==> config.mk <==
export PLATFORM = sky130hd
export DESIGN_NAME = pulse_train_engine
export DESIGN_NICKNAME = d
export VERILOG_FILES = /design/src/rtl/pulse_train_pkg.sv /design/src/rtl/pulse_tick_divider.sv /design/src/rtl/pulse_train_engine.sv
export SDC_FILE = /design/constraint.sdc
export NUM_CORES = 1
export LEC_CHECK = 0
export BUFFER_PORTS_ARGS = -buffer_cell sky130_fd_sc_hd__buf_2
export CORE_MARGIN = 3
export CORE_UTILIZATION = 60
export CTS_BUF_LIST = sky130_fd_sc_hd__clkbuf_8
export CTS_CLUSTER_DIAMETER = 100
export CTS_CLUSTER_SIZE = 30
export DETAILED_ROUTE_END_ITERATION = 7
export GPL_TIMING_DRIVEN = 0
export PLACE_DENSITY = 0.78
export REMOVE_ABC_BUFFERS = 1
export SYNTH_ARGS = -nofsm -noshare
export SYNTH_HDL_FRONTEND = slang
export SYNTH_SLANG_ARGS = --single-unit
==> constraint.sdc <==
create_clock -name clk -period 10.3 [get_ports clk]
set_input_delay 2.06 -clock clk [delete_from_list [all_inputs] [get_ports clk]]
set_output_delay 2.06 -clock clk [all_outputs]
set_load 0.05 [all_outputs]
==> src/rtl/pulse_train_pkg.sv <==
// Shared types and constants for the pulse train engine.
package pulse_train_pkg;

   typedef enum logic {S_IDLE, S_RUN} state_e;

   localparam int DEF_DEPTH     = 16;
   localparam int DEF_DUR_W     = 8;
   localparam int DEF_CARRIER_W = 16;
   localparam int DEF_PRESC_W   = 4;

   // Symbol word: level sits directly above the duration field.
   function automatic int level_bit(input int dur_w);
      return dur_w;
   endfunction

   localparam int LEVEL_BIT = level_bit(DEF_DUR_W);

endpackage

==> src/rtl/pulse_tick_divider.sv <==
// Power-of-two prescaler: tick once every 2^presc clk, restartable by clear.
module pulse_tick_divider
   import pulse_train_pkg::*;
#(
   parameter int PRESC_W = DEF_PRESC_W
) (
   input  logic               clk,
   input  logic               rst_n,
   input  logic               clear,
   input  logic [PRESC_W-1:0] presc,
   output logic               tick
);

   localparam int CNT_W = 2 ** PRESC_W;

   logic [CNT_W-1:0] cnt;
   logic [CNT_W-1:0] mask;

   assign mask = (CNT_W'(1) << presc) - CNT_W'(1);
   assign tick = (cnt == mask);

   // Count up, wrap after each tick; clear restarts the period.
   always_ff @(posedge clk) begin
      if (!rst_n || clear) cnt <= '0;
      else if (tick)       cnt <= '0;
      else                 cnt <= cnt + CNT_W'(1);
   end

endmodule

==> src/rtl/pulse_train_engine.sv <==
// Symbol-memory driven pulse train generator with looping and optional carrier.
module pulse_train_engine
   import pulse_train_pkg::*;
#(
   parameter int DEPTH     = DEF_DEPTH,
   parameter int DUR_W     = DEF_DUR_W,
   parameter int CARRIER_W = DEF_CARRIER_W,
   parameter int PRESC_W   = DEF_PRESC_W
) (
   input  logic                     clk,
   input  logic                     rst_n,
   input  logic                     mem_we,
   input  logic [$clog2(DEPTH)-1:0] mem_addr,
   input  logic [DUR_W:0]           mem_wdata,
   input  logic [$clog2(DEPTH)-1:0] cfg_start_idx,
   input  logic [$clog2(DEPTH)-1:0] cfg_end_idx,
   input  logic [7:0]               cfg_loops,
   input  logic [PRESC_W-1:0]       cfg_presc,
   input  logic [CARRIER_W-1:0]     cfg_carrier_half,
   input  logic                     cfg_carrier_en,
   input  logic                     cfg_idle_level,
   input  logic                     start,
   input  logic                     stop,
   input  logic                     irq_clear,
   output logic                     pulse_out,
   output logic                     busy,
   output logic                     irq
);

   localparam int AW  = $clog2(DEPTH);
   localparam int LVL = level_bit(DUR_W);

   logic [DUR_W:0] mem [DEPTH];

   state_e               state, state_d;
   logic [AW-1:0]        idx, idx_d;
   logic [7:0]           loop_cnt, loop_d;
   logic [DUR_W-1:0]     dur, dur_d, tcnt, tcnt_d;
   logic                 lvl, lvl_d;
   logic                 car, car_d;
   logic [CARRIER_W-1:0] car_cnt, car_cnt_d;
   logic                 started;
   logic                 go, load, irq_set, tick, cen_d, pulse_d;
   logic [DUR_W:0]       sym_rd;

   logic [AW-1:0]        c_start, c_end;
   logic [7:0]           c_loops;
   logic [PRESC_W-1:0]   c_presc;
   logic [CARRIER_W-1:0] c_half;
   logic                 c_cen, c_idle;

   assign go   = (state == S_IDLE) && start && !stop;
   assign busy = (state == S_RUN);

   pulse_tick_divider #(.PRESC_W(PRESC_W)) u_div (
      .clk   (clk),
      .rst_n (rst_n),
      .clear (go),
      .presc (c_presc),
      .tick  (tick)
   );

   // Symbol memory: writable any time, never reset.
   always_ff @(posedge clk) begin
      if (mem_we) mem[mem_addr] <= mem_wdata;
   end

   // Configuration snapshot taken on an accepted start.
   always_ff @(posedge clk) begin
      if (!rst_n) begin
         c_start <= '0; c_end <= '0; c_loops <= '0; c_presc <= '0;
         c_half  <= '0; c_cen <= 1'b0; c_idle <= 1'b0; started <= 1'b0;
      end else if (go) begin
         c_start <= cfg_start_idx; c_end <= cfg_end_idx; c_loops <= cfg_loops;
         c_presc <= cfg_presc; c_half <= cfg_carrier_half;
         c_cen   <= cfg_carrier_en; c_idle <= cfg_idle_level; started <= 1'b1;
      end
   end

   // Sequencing: symbol timing, index advance, looping, carrier and output.
   always_comb begin
      state_d   = state;
      idx_d     = idx;
      loop_d    = loop_cnt;
      tcnt_d    = tcnt;
      load      = 1'b0;
      irq_set   = 1'b0;
      car_d     = car;
      car_cnt_d = car_cnt;
      case (state)
         S_IDLE: if (go) begin
            state_d   = S_RUN;
            idx_d     = cfg_start_idx;
            loop_d    = '0;
            load      = 1'b1;
            car_d     = 1'b1;
            car_cnt_d = '0;
         end
         S_RUN: begin
            if (car_cnt == c_half) begin
               car_d     = ~car;
               car_cnt_d = '0;
            end else begin
               car_cnt_d = car_cnt + CARRIER_W'(1);
            end
            // Stop wins over any symbol advance in the same cycle.
            if (stop) begin
               state_d = S_IDLE;
            end else if (tick) begin
               if (tcnt != dur) begin
                  tcnt_d = tcnt + DUR_W'(1);
               end else if (idx != c_end) begin
                  idx_d = idx + AW'(1);
                  load  = 1'b1;
               end else if (c_loops == 8'd0 ||
                            ({1'b0, loop_cnt} + 9'd1) < {1'b0, c_loops}) begin
                  loop_d = loop_cnt + 8'd1;
                  idx_d  = c_start;
                  load   = 1'b1;
               end else begin
                  state_d = S_IDLE;
                  irq_set = 1'b1;
               end
            end
         end
         default: state_d = S_IDLE;
      endcase
      sym_rd = mem[idx_d];
      if (load) tcnt_d = '0;
      lvl_d = load ? sym_rd[LVL] : lvl;
      dur_d = load ? sym_rd[DUR_W-1:0] : dur;
      cen_d = go ? cfg_carrier_en : c_cen;
      // Output is computed from next-state values so it lines up with busy.
      if (state_d == S_RUN) pulse_d = lvl_d & (cen_d ? car_d : 1'b1);
      else                  pulse_d = started ? c_idle : cfg_idle_level;
   end

   // Sequencer state registers.
   always_ff @(posedge clk) begin
      if (!rst_n) begin
         state <= S_IDLE; idx <= '0; loop_cnt <= '0; dur <= '0; tcnt <= '0;
         lvl <= 1'b0; car <= 1'b0; car_cnt <= '0; pulse_out <= 1'b0;
      end else begin
         state <= state_d; idx <= idx_d; loop_cnt <= loop_d; dur <= dur_d;
         tcnt <= tcnt_d; lvl <= lvl_d; car <= car_d; car_cnt <= car_cnt_d;
         pulse_out <= pulse_d;
      end
   end

   // Sticky completion flag; a completion beats a simultaneous clear.
   always_ff @(posedge clk) begin
      if (!rst_n)         irq <= 1'b0;
      else if (irq_set)   irq <= 1'b1;
      else if (irq_clear) irq <= 1'b0;
   end

endmodule

After elaboration in Yosys (flattened, before gate mapping)
Memories as Yosys holds them, arrays and structs flattened.
Index checks and enable logic that the tools add are counted.
{"block": "word_totals", "mem_count": 1, "mem_bits_rw": 144, "output_inout_bits": 3, "word_cells": 102, "reg_bits": 104, "input_bits": 57}
{"memory": "mem", "depth": 16, "word_bits": 9, "rd": 1, "rd_clocked_by_memory_dff": 0, "write_ports": 1, "line": "pulse_train_engine.sv:33", "text": "logic [DUR_W:0] mem [DEPTH];"}
{"block": "classes", "eq_ne": 10, "magnitude_cmp": 1, "bitwise_logic": 5, "n_reduce_logical": 12, "n_shift": 1, "addsub": 7, "mux": 46}
{"cell": "2-to-1 mux 8 bit", "n": 6}
{"cell": "adder 16 x 1 -> 16 bit, second input constant", "n": 2}
{"cell": "== test 16 bit", "n": 2}
{"cell": "2-to-1 mux 16 bit", "n": 2}
{"cell": "one-hot mux 16 bit (2 select lines)", "n": 1}
{"cell": "2-to-1 mux 1 bit", "n": 26}
{"cell": "2-to-1 mux 4 bit", "n": 6}
{"cell": "adder 8 x 1 -> 8 bit, second input constant", "n": 2}
{"cell": "one-hot mux 8 bit (2 select lines)", "n": 1}
{"cell": "left shift 1 x 4 -> 16 bit, first input constant", "n": 1}
{"cell": "subtractor 16 x 2 -> 16 bit, second input constant", "n": 1}
{"cell": "adder 8 x 1 -> 9 bit, second input constant", "n": 1}
{"cell": "< comparator 9 x 8 -> 1 bit", "n": 1}
{"cell": "zero test 8 bit", "n": 1}
{"cell": "!= test 8 bit", "n": 1}
{"cell": "one-hot mux 4 bit (2 select lines)", "n": 1}
{"cell": "!= test 2 x 1 -> 1 bit, second input constant", "n": 3}
{"cell": "!= test 2 bit, second input constant", "n": 3}
{"cell": "one-hot mux 1 bit (2 select lines)", "n": 3}
{"cell": "AND reduction 6 bit", "n": 1}
{"cell": "adder 4 x 1 -> 4 bit, second input constant", "n": 1}
{"cell": "!= test 4 bit", "n": 1}
{"cell": "inverter 1 bit", "n": 4}
{"cell": "AND reduction 4 bit", "n": 1}
{"cell": "other kinds (6)", "n": 10}

Longest topological paths before layout
Gate-level depths: netlist (run 1).
An unclocked memory read counts as a cell.
{"block": "depth", "depth_word": 13, "depth_mapped": 20, "depth_no_buf": 16}

Cells and area by module
Synthesis (run 1) repeated with hierarchy kept, for this count alone.
{"block": "unflattened", "hier_cells": 1052, "hier_area_um2": 11426.0}
{"module": "pulse_train_engine", "cells_each": 878, "instances": 1, "seq_area_each_um2": 6085.8, "area_per_inst_um2": 10112.2}
{"module": "pulse_tick_divider", "cells_each": 174, "instances": 1, "seq_area_each_um2": 320.3, "area_per_inst_um2": 1313.8}

Worst setup path before layout (run 1)
Ideal clock, no wire load.
{"block": "synth_timing", "path_type": "register to register", "startpoint": "register loop_cnt[0]", "endpoint": "register dur[0]", "synth_period_minus_slack_ns": 4.366, "setup_slack_ns": 5.934, "path_buffers": 2, "setup_time_ns": 0.125, "arrival_time_ns": 4.242, "path_stages_with_launch": 18, "required_time_ns": 10.175, "cell_sequence": "dfxtp_1 > ha_1 > nand3_1 > or2_2 > xnor2_1 > ha_1 > and3_1 > a221o_1 > o31ai_1 > o21a_1 > nand4_1 > a211oi_2 > buf_2 > buf_1 > mux2i_1 > a21oi_1 > o21ai_0 > nand3_1"}
{"block": "synth_via", "elab_chain_cells": 10, "elab_cells_between_ends": 16, "cone_classes": "1 x add/sub; 1 x order compare; 12 x mux; 1 x reduce/logical; 1 x memory"}
{"element": "start, declared", "line": "pulse_train_engine.sv:37", "text": "logic [7:0] loop_cnt, loop_d;"}
{"element": "start signal, assigned", "line": "pulse_train_engine.sv:144", "text": "state <= state_d; idx <= idx_d; loop_cnt <= loop_d; dur <= dur_d;"}
{"element": "adder 8 x 1 -> 9 bit (*)", "line": "pulse_train_engine.sv:116", "text": "({1'b0, loop_cnt} + 9'd1) < {1'b0, c_loops}) begin"}
{"element": "< comparator 9 x 8 -> 1 bit (*)", "line": "pulse_train_engine.sv:116"}
{"element": "logical OR 1 bit (*)", "line": "pulse_train_engine.sv:115", "text": "end else if (c_loops == 8'd0 ||"}
{"element": "2-to-1 mux 4 bit", "line": "pulse_train_engine.sv:115"}
{"element": "2-to-1 mux 4 bit", "line": "pulse_train_engine.sv:112", "text": "end else if (idx != c_end) begin"}
{"element": "2-to-1 mux 4 bit", "line": "pulse_train_engine.sv:110", "text": "if (tcnt != dur) begin"}
{"element": "2-to-1 mux 4 bit", "line": "pulse_train_engine.sv:109", "text": "end else if (tick) begin"}
{"element": "2-to-1 mux 4 bit", "line": "pulse_train_engine.sv:107", "text": "if (stop) begin"}
{"element": "one-hot mux 4 bit (2 select lines)", "line": "pulse_train_engine.sv:90", "text": "case (state)"}
{"element": "memory read (16 x 9 bit)"}
{"element": "end signal, assigned", "line": "pulse_train_engine.sv:144"}
{"element": "end, declared", "line": "pulse_train_engine.sv:38", "text": "logic [DUR_W-1:0] dur, dur_d, tcnt, tcnt_d;"}
Mark *: on every way between the ends. The rest lies on a longest branch, timed or not.
A chain may end at the register's enable or synchronous reset.

Worst setup path in the final report (run 1)
{"block": "layout_timing", "startpoint": "register loop_cnt[2]", "endpoint": "register pulse_out"}
{"block": "layout_via", "elab_chain_cells": 13, "elab_cells_between_ends": 23, "cone_classes": "1 x add/sub; 1 x order compare; 18 x mux; 1 x bitwise; 1 x reduce/logical; 1 x memory"}
{"element": "adder 8 x 1 -> 9 bit (*)", "line": "pulse_train_engine.sv:116"}
{"element": "< comparator 9 x 8 -> 1 bit (*)", "line": "pulse_train_engine.sv:116"}
{"element": "logical OR 1 bit (*)", "line": "pulse_train_engine.sv:115"}
{"element": "2-to-1 mux 4 bit", "line": "pulse_train_engine.sv:115"}
{"element": "2-to-1 mux 4 bit", "line": "pulse_train_engine.sv:112"}
{"element": "2-to-1 mux 4 bit", "line": "pulse_train_engine.sv:110"}
{"element": "2-to-1 mux 4 bit", "line": "pulse_train_engine.sv:109"}
{"element": "2-to-1 mux 4 bit", "line": "pulse_train_engine.sv:107"}
{"element": "one-hot mux 4 bit (2 select lines)", "line": "pulse_train_engine.sv:90"}
{"element": "memory read (16 x 9 bit)"}
{"element": "2-to-1 mux 1 bit", "line": "pulse_train_engine.sv:130", "text": "lvl_d = load ? sym_rd[LVL] : lvl;"}
{"element": "bitwise AND 1 bit", "line": "pulse_train_engine.sv:134", "text": "if (state_d == S_RUN) pulse_d = lvl_d & (cen_d ? car_d : 1'b1);"}
{"element": "2-to-1 mux 1 bit (*)", "line": "pulse_train_engine.sv:134"}
{"element": "end signal, assigned", "line": "pulse_train_engine.sv:146", "text": "pulse_out <= pulse_d;"}
{"element": "end, declared", "line": "pulse_train_engine.sv:25", "text": "output logic pulse_out,"}
Marked as above.

==> flow_summary.ini, run 1 <==
[status]
status = completed

[finish]
layout.cells.non_filler = 1295
final_common_cell = edfxtp_1
area_growth_pct = 6.83
final_util_pct = 66.1
final_nets = 1131
antenna_cells = 0
n_fill_cell = 1394
drive_gt1_share_pct = 11.4
layout_common_cells = edfxtp_1 (144), nand2_1 (114), dfxtp_1 (104)

[clock_tree]
clockBufferDepth = 3
clockRootBuffer = clkbuf_8
ctsResizeCount = 0
cts_buffers = 12
cts.sinks = 248
h-tree-depth = 1
postCtsHoldBufs = 0
cts_setup_buffers = 0
path_clk_slew_ns = 0.17
cts_tree = done
insertion_delay_ns = 0.53

[route]
routed.top_layer = met4
totalWireLength_mm = 22.5
met3WireLength_um = 899
wl_per_cell_um = 17.4
viasPerCell = 5.91
final_antenna_net_count = 0
dr_wl_met2_mm = 10.9
wl_met1_mm = 10.2
drt_pass1_iterations = 5
num_vias = 7649
drc_errors = 0
drt_iter0_markers = 557

[worst_hold_path]
whs_endpoint = c_start[1]$_SDFFE_PN0P_
hold-path-cell-count = 2
min_from = c_start[1]$_SDFFE_PN0P_
hp-class = flip-flop to flip-flop

[floorplanning]
rows = 49
io_pins = 60
die_x_um = 143
die_h_um = 143
fp.coreArea_mm2 = 0.0182
die_area_mm2 = 0.0205
start_util_pct = 61.9

[synthesis]
synth.avg_cell_area_um2 = 10.9
synth_edf_count = 144
yosysWarnings = 0
synth_cell_types = 69
postSynthCellCount = 1036
synth.cell_area_mm2 = 0.0113
synth-seq-cells = 248
yosysSeqAreaShare_pct = 56.9
async_flop_share_pct = 0
synth_ff_type = edfxtp_1

[pwr]
powerDensity_mw_per_mm2 = 146
leakagePower_nw = 4.39
max-vdd-ir-drop_mv = 0.133

[grt]
grt_remaining_overflow = 0
grt_max_degree = 72
grt_pass1_wl_mm = 36.7
grt_antenna_before_repair = 0
grt.total_usage_pct = 22.2
first_global_vias = 7368

[worst_setup_path]
crit_type = flip-flop to flip-flop
required_ns = 10.66
r2r_end = pulse_out$_SDFF_PN0_
crit_arrival_ns = 6.00
worstRegToRegCells = 19
r2r-start = loop_cnt[2]$_SDFFE_PN0P_
cp_max_fo = 19
r2r_setup_slack_ns = 4.67
crit_path_end_kind = flip-flop
crit_path_start_kind = flip-flop

[placement]
dp_slack_ns = 4.48
port_buffers = 59
dp_hpwl_mm = 14.9
dp.cells = 1276
place_congestion = 0.825

[timing]
hold_violations = 0
whs_ns = 0.470
skew_ns = 0.0214
clock.fmax_ghz = 0.178
rsz0062_at_grt = false
setup_violations = 0
slew_viol_final = 0
fin_setup_tns_ns = 0
finalCriticalPeriod_ns = 5.63
post-route-period-util_pct = 54.7
worst_slew_pin_slew_ns = 1.17
worst_slack_ns = 4.67
relSlewSlack_pct = 21.8

[run]
max_cap_viol_count = 0
## synthesized netlist by cell type, drive strengths merged, types with 5 or more instances
master | instances | area share, %
edfxtp | 144 | 38
o211a | 11 | 1.0
a21oi | 87 | 3.9
mux2i | 48 | 4.3
nor3 | 14 | 0.62
nand3 | 38 | 1.7
nand2 | 114 | 3.8
nor2 | 87 | 2.9
ha | 13 | 1.4
nor4 | 11 | 0.67
nor2b | 18 | 1.0
o21ai | 39 | 1.7
nand4 | 7 | 0.39
o211ai | 5 | 0.33
or2 | 5 | 0.28
nor3b | 13 | 0.87
and2 | 6 | 0.33
inv | 14 | 0.47
nand2b | 6 | 0.33
and3 | 20 | 1.1
a211oi | 25 | 1.7
xor2 | 42 | 3.3
clkbuf | 32 | 1.1
dfxtp | 104 | 18
xnor2 | 23 | 1.8
a22oi | 6 | 0.44
or3 | 10 | 0.56
mux2 | 19 | 1.9
nand3b | 5 | 0.33
buf | 24 | 1.2
o21a | 6 | 0.40
## worst max-delay path by stage
stage	start	endpoint	slack (ns)	depth (start not counted)
6_report	loop_cnt[2]$_SDFFE_PN0P_	pulse_out$_SDFF_PN0_	4.67	19
5_1_grt	loop_cnt[2]$_SDFFE_PN0P_	dur[1]$_SDFFE_PN0P_	4.26	19
4_1_cts	loop_cnt[2]$_SDFFE_PN0P_	pulse_out$_SDFF_PN0_	4.69	19
3_5_place_dp	stop	pulse_out$_SDFF_PN0_	4.48	14
3_3_place_gp	stop	pulse_out$_SDFF_PN0_	-0.22	10
2_1_floorplan	stop	lvl$_SDFF_PN0_	2.15	9
## sequential cells by signal, summed over array words and instances (netlist names), 4 cells and up
name and count:
tcnt 8, loop_cnt 8, dur 8, c_start 4
idx 4, u_div.cnt 16, mem 144, car_cnt 16
c_loops 8, c_presc 4, c_half 16, c_end 4
## area by class of cell
class | instances | area (um2) | area share [%]
clock buffers | 13 | 179 | 1.49
inverters | 14 | 52.6 | 0.437
multi-input cells | 718 | 4610 | 38.3
clock inverters | 6 | 42.5 | 0.353
well taps | 229 | 287 | 2.38
flip-flops and latches | 248 | 6410 | 53.2
repair buffers | 67 | 458 | 3.80
## power breakdown
group	switching [W]	total [W]	internal (W)
Combinational	0.000151	0.000261	0.000110
Sequential	0.0000198	0.00109	0.00107
Clock	0.000285	0.000409	0.000124
Total	0.000456	0.00176	0.00131
## critical path: stages, from the launching register on
cell	delay, ns
dfxtp_1	0.46
nand3_1	0.19
nor2_1	0.29
nand3_1	0.13
xnor2_1	0.23
ha_1	0.28
and3_1	0.18
a221o_1	0.32
o31ai_1	0.79
o21a_1	0.24
nand4_1	0.14
a211oi_4	0.66
buf_8	0.24
buf_8	0.19
buf_16	0.17
mux2_2	0.35
nand4b_1	0.12
o2111ai_1	0.17
a22oi_1	0.18
a21oi_1	0.13
## through the flow
| stage | total power (W) | cell area [um2] |
|---|---|---|
| floorplan | 0.00129 | 11000 |
| global route | 0.00183 | 12000 |
| finish | 0.00176 | 12000 |
| detailed placement | 0.00137 | 11800 |
| global placement | 0.00136 | 11600 |
| CTS | 0.00177 | 12000 |
## cell families after synthesis
kind of cell	synth area share (%)
simple gates	16.1
flops	56.9
compound gates	11.4
fa+ha+maj	1.44
xor+xnor	5.05
mux	6.36
buf+inv	2.78
## layer usage
| metal | global-route usage (%) | up-vias |
|---|---|---|
| li1 | - | 3796 |
| met1 | 30.9 | 3654 |
| met2 | 37.4 | 165 |
| met3 | 2.58 | 34 |
| met4 | 5.80 | 0 |
| met5 | 0 | - |
No activity file was read; power rests on OpenSTA's default activity.
==> inputs of run 2 (changes only) <==
clock period = 5.25 ns   (was 10.3 ns; I/O delays follow)
==> run 2 against run 1 <==
  * Non-clock buffer count is 5 higher
  * Sequential power is 97% higher
  * Clock power is 96% higher
  * Sequential cell count stayed put
  * Global-route usage is 0.072 points higher
  * Hold slack better by 0.00072 ns
  * Cell count is 0.62% higher
==> flow_summary.ini, run 2 (synthesized netlist as in run 1, its figures left out) <==
[status]
status = completed

[placement]
dp_slack_ns = -0.338
dp_hpwl_mm = 14.9
port_buffers = 59
place_congestion = 0.825

[clock_tree]
clockBufferDepth = 3
h-tree-depth = 1
cts_buffers = 12
clockRootBuffer = clkbuf_8
postCtsHoldBufs = 0
cts.sinks = 248
insertion_delay_ns = 0.53
path_clk_slew_ns = 0.17
cts_tree = done

[pwr]
p_switching_w = 0.000911
p_int_w = 0.00257
switching_share_pct = 26.2
p_seq_share_pct = 61.6
leakagePower_nw = 4.43
powerDensity_mw_per_mm2 = 287
combPwrFrac_pct = 15.3
total_power_w = 0.00348
p_clk_share_pct = 23.1
max-vdd-ir-drop_mv = 0.261

[timing]
clock.fmax_ghz = 0.205
hold_violations = 0
fin_setup_tns_ns = 0
relSlewSlack_pct = 21.0
finalCriticalPeriod_ns = 4.87
rsz0062_at_grt = false
skew_ns = 0.0200
slew_viol_final = 0
post-route-period-util_pct = 92.8
setup_violations = 0
worst_slack_ns = 0.380
worst_slew_pin_slew_ns = 1.18

[route]
final_antenna_net_count = 0
drc_errors = 0
drt_iter0_markers = 540
num_vias = 7788
drt_pass1_iterations = 5
totalWireLength_mm = 23.2
wl_per_cell_um = 17.8
viasPerCell = 5.98

[grt]
grt_antenna_before_repair = 0
grt_remaining_overflow = 0
grt.total_usage_pct = 22.3
grt_max_degree = 72
first_global_vias = 7359
grt_pass1_wl_mm = 36.8

[floorplanning]
rows = 49
die_area_mm2 = 0.0205
fp.coreArea_mm2 = 0.0182
io_pins = 60
die_h_um = 143
die_x_um = 143
start_util_pct = 61.9

[worst_setup_path]
cp_max_fo = 19
required_ns = 5.61
worstRegToRegCells = 19
crit_path_start_kind = flip-flop
crit_type = flip-flop to flip-flop
crit_path_end_kind = flip-flop
crit_arrival_ns = 5.23

[finish]
n_fill_cell = 1380
largest_register_ffs = 144
multi_input_area_mm2 = 0.00466
layout_common_cells = edfxtp_1 (144), nand2_1 (114), dfxtp_1 (101)
final_nets = 1138
top_register = mem
drive_gt1_share_pct = 12.6
final_util_pct = 66.6
area_growth_pct = 7.68
final_common_cell = edfxtp_1
seq_area_mm2 = 0.00641

[worst_hold_path]
hp-class = flip-flop to flip-flop
hold-path-cell-count = 2

[run]
max_cap_viol_count = 0
-- run 2: power by group through the flow --
stage | clock network (W) | logic, W | registers, W
2_1_floorplan | 0 | 0.000353 | 0.00218
3_3_place_gp | 0 | 0.000490 | 0.00218
3_5_place_dp | 0 | 0.000509 | 0.00219
4_1_cts | 0.000823 | 0.000516 | 0.00214
5_1_grt | 0.000878 | 0.000585 | 0.00215
6_report | 0.000803 | 0.000533 | 0.00215
-- run 2: per-layer routing --
layer / wire [um] / global-route usage [%]
met5: 0 / 0
met4: 505 / 5.65
met3: 1200 / 2.55
met2: 11200 / 37.7
met1: 10300 / 30.9
-- run 2: path summary, 6_finish.rpt --
check | start | to | slack (ns)
max | loop_cnt[2]$_SDFFE_PN0P_ | pulse_out$_SDFF_PN0_ | 0.38
min reg2reg | c_idle$_SDFFE_PN0P_ | c_idle$_SDFFE_PN0P_ | 0.47
min | c_idle$_SDFFE_PN0P_ | c_idle$_SDFFE_PN0P_ | 0.47
max reg2reg | loop_cnt[2]$_SDFFE_PN0P_ | pulse_out$_SDFF_PN0_ | 0.38
-- run 2: stage by stage --
step / area (um2) / instances / hold WS (ns)
after CTS: 12000 / 1296 / 0.470
after detailed placement: 11800 / 1276 / 0.451
final: 12100 / 1303 / 0.470
after global routing: 12100 / 1302 / 0.490
after global placement: 11600 / 1268 / 0.440
after floorplan: 11000 / 980 / 0.433
-- run 2: layout make-up --
| type | count | share of cell area (%) |
|---|---|---|
| clock inverters | 6 | 0.351 |
| clock buffers | 13 | 1.47 |
| diodes | 1 | 0.0206 |
| multi-input cells | 720 | 38.4 |
| repair buffers | 72 | 4.08 |
| flip-flops and latches | 248 | 52.8 |
| inverters | 14 | 0.433 |
| well taps | 229 | 2.36 |
-- run 2: worst max-delay path, cell delays in order, from the launching register on --
cell,delay [ns]
dfxtp_1,0.45
nand3_1,0.19
nor2_1,0.29
nand3_1,0.14
xnor2_1,0.22
ha_1,0.28
and3_1,0.19
a221o_1,0.37
o31ai_4,0.42
o21a_1,0.19
nand4_1,0.14
a211oi_4,0.31
buf_8,0.20
buf_8,0.19
buf_16,0.18
mux2_2,0.35
nand4b_1,0.12
o2111ai_1,0.16
a22oi_1,0.18
a21oi_1,0.13
-- run 2: repair_timing --
action,CTS,global route
cloned,0,2
pin swaps,1,3
gates resized for setup,3,4
endpoints found under the setup margin,10,10
buffers inserted,1,4
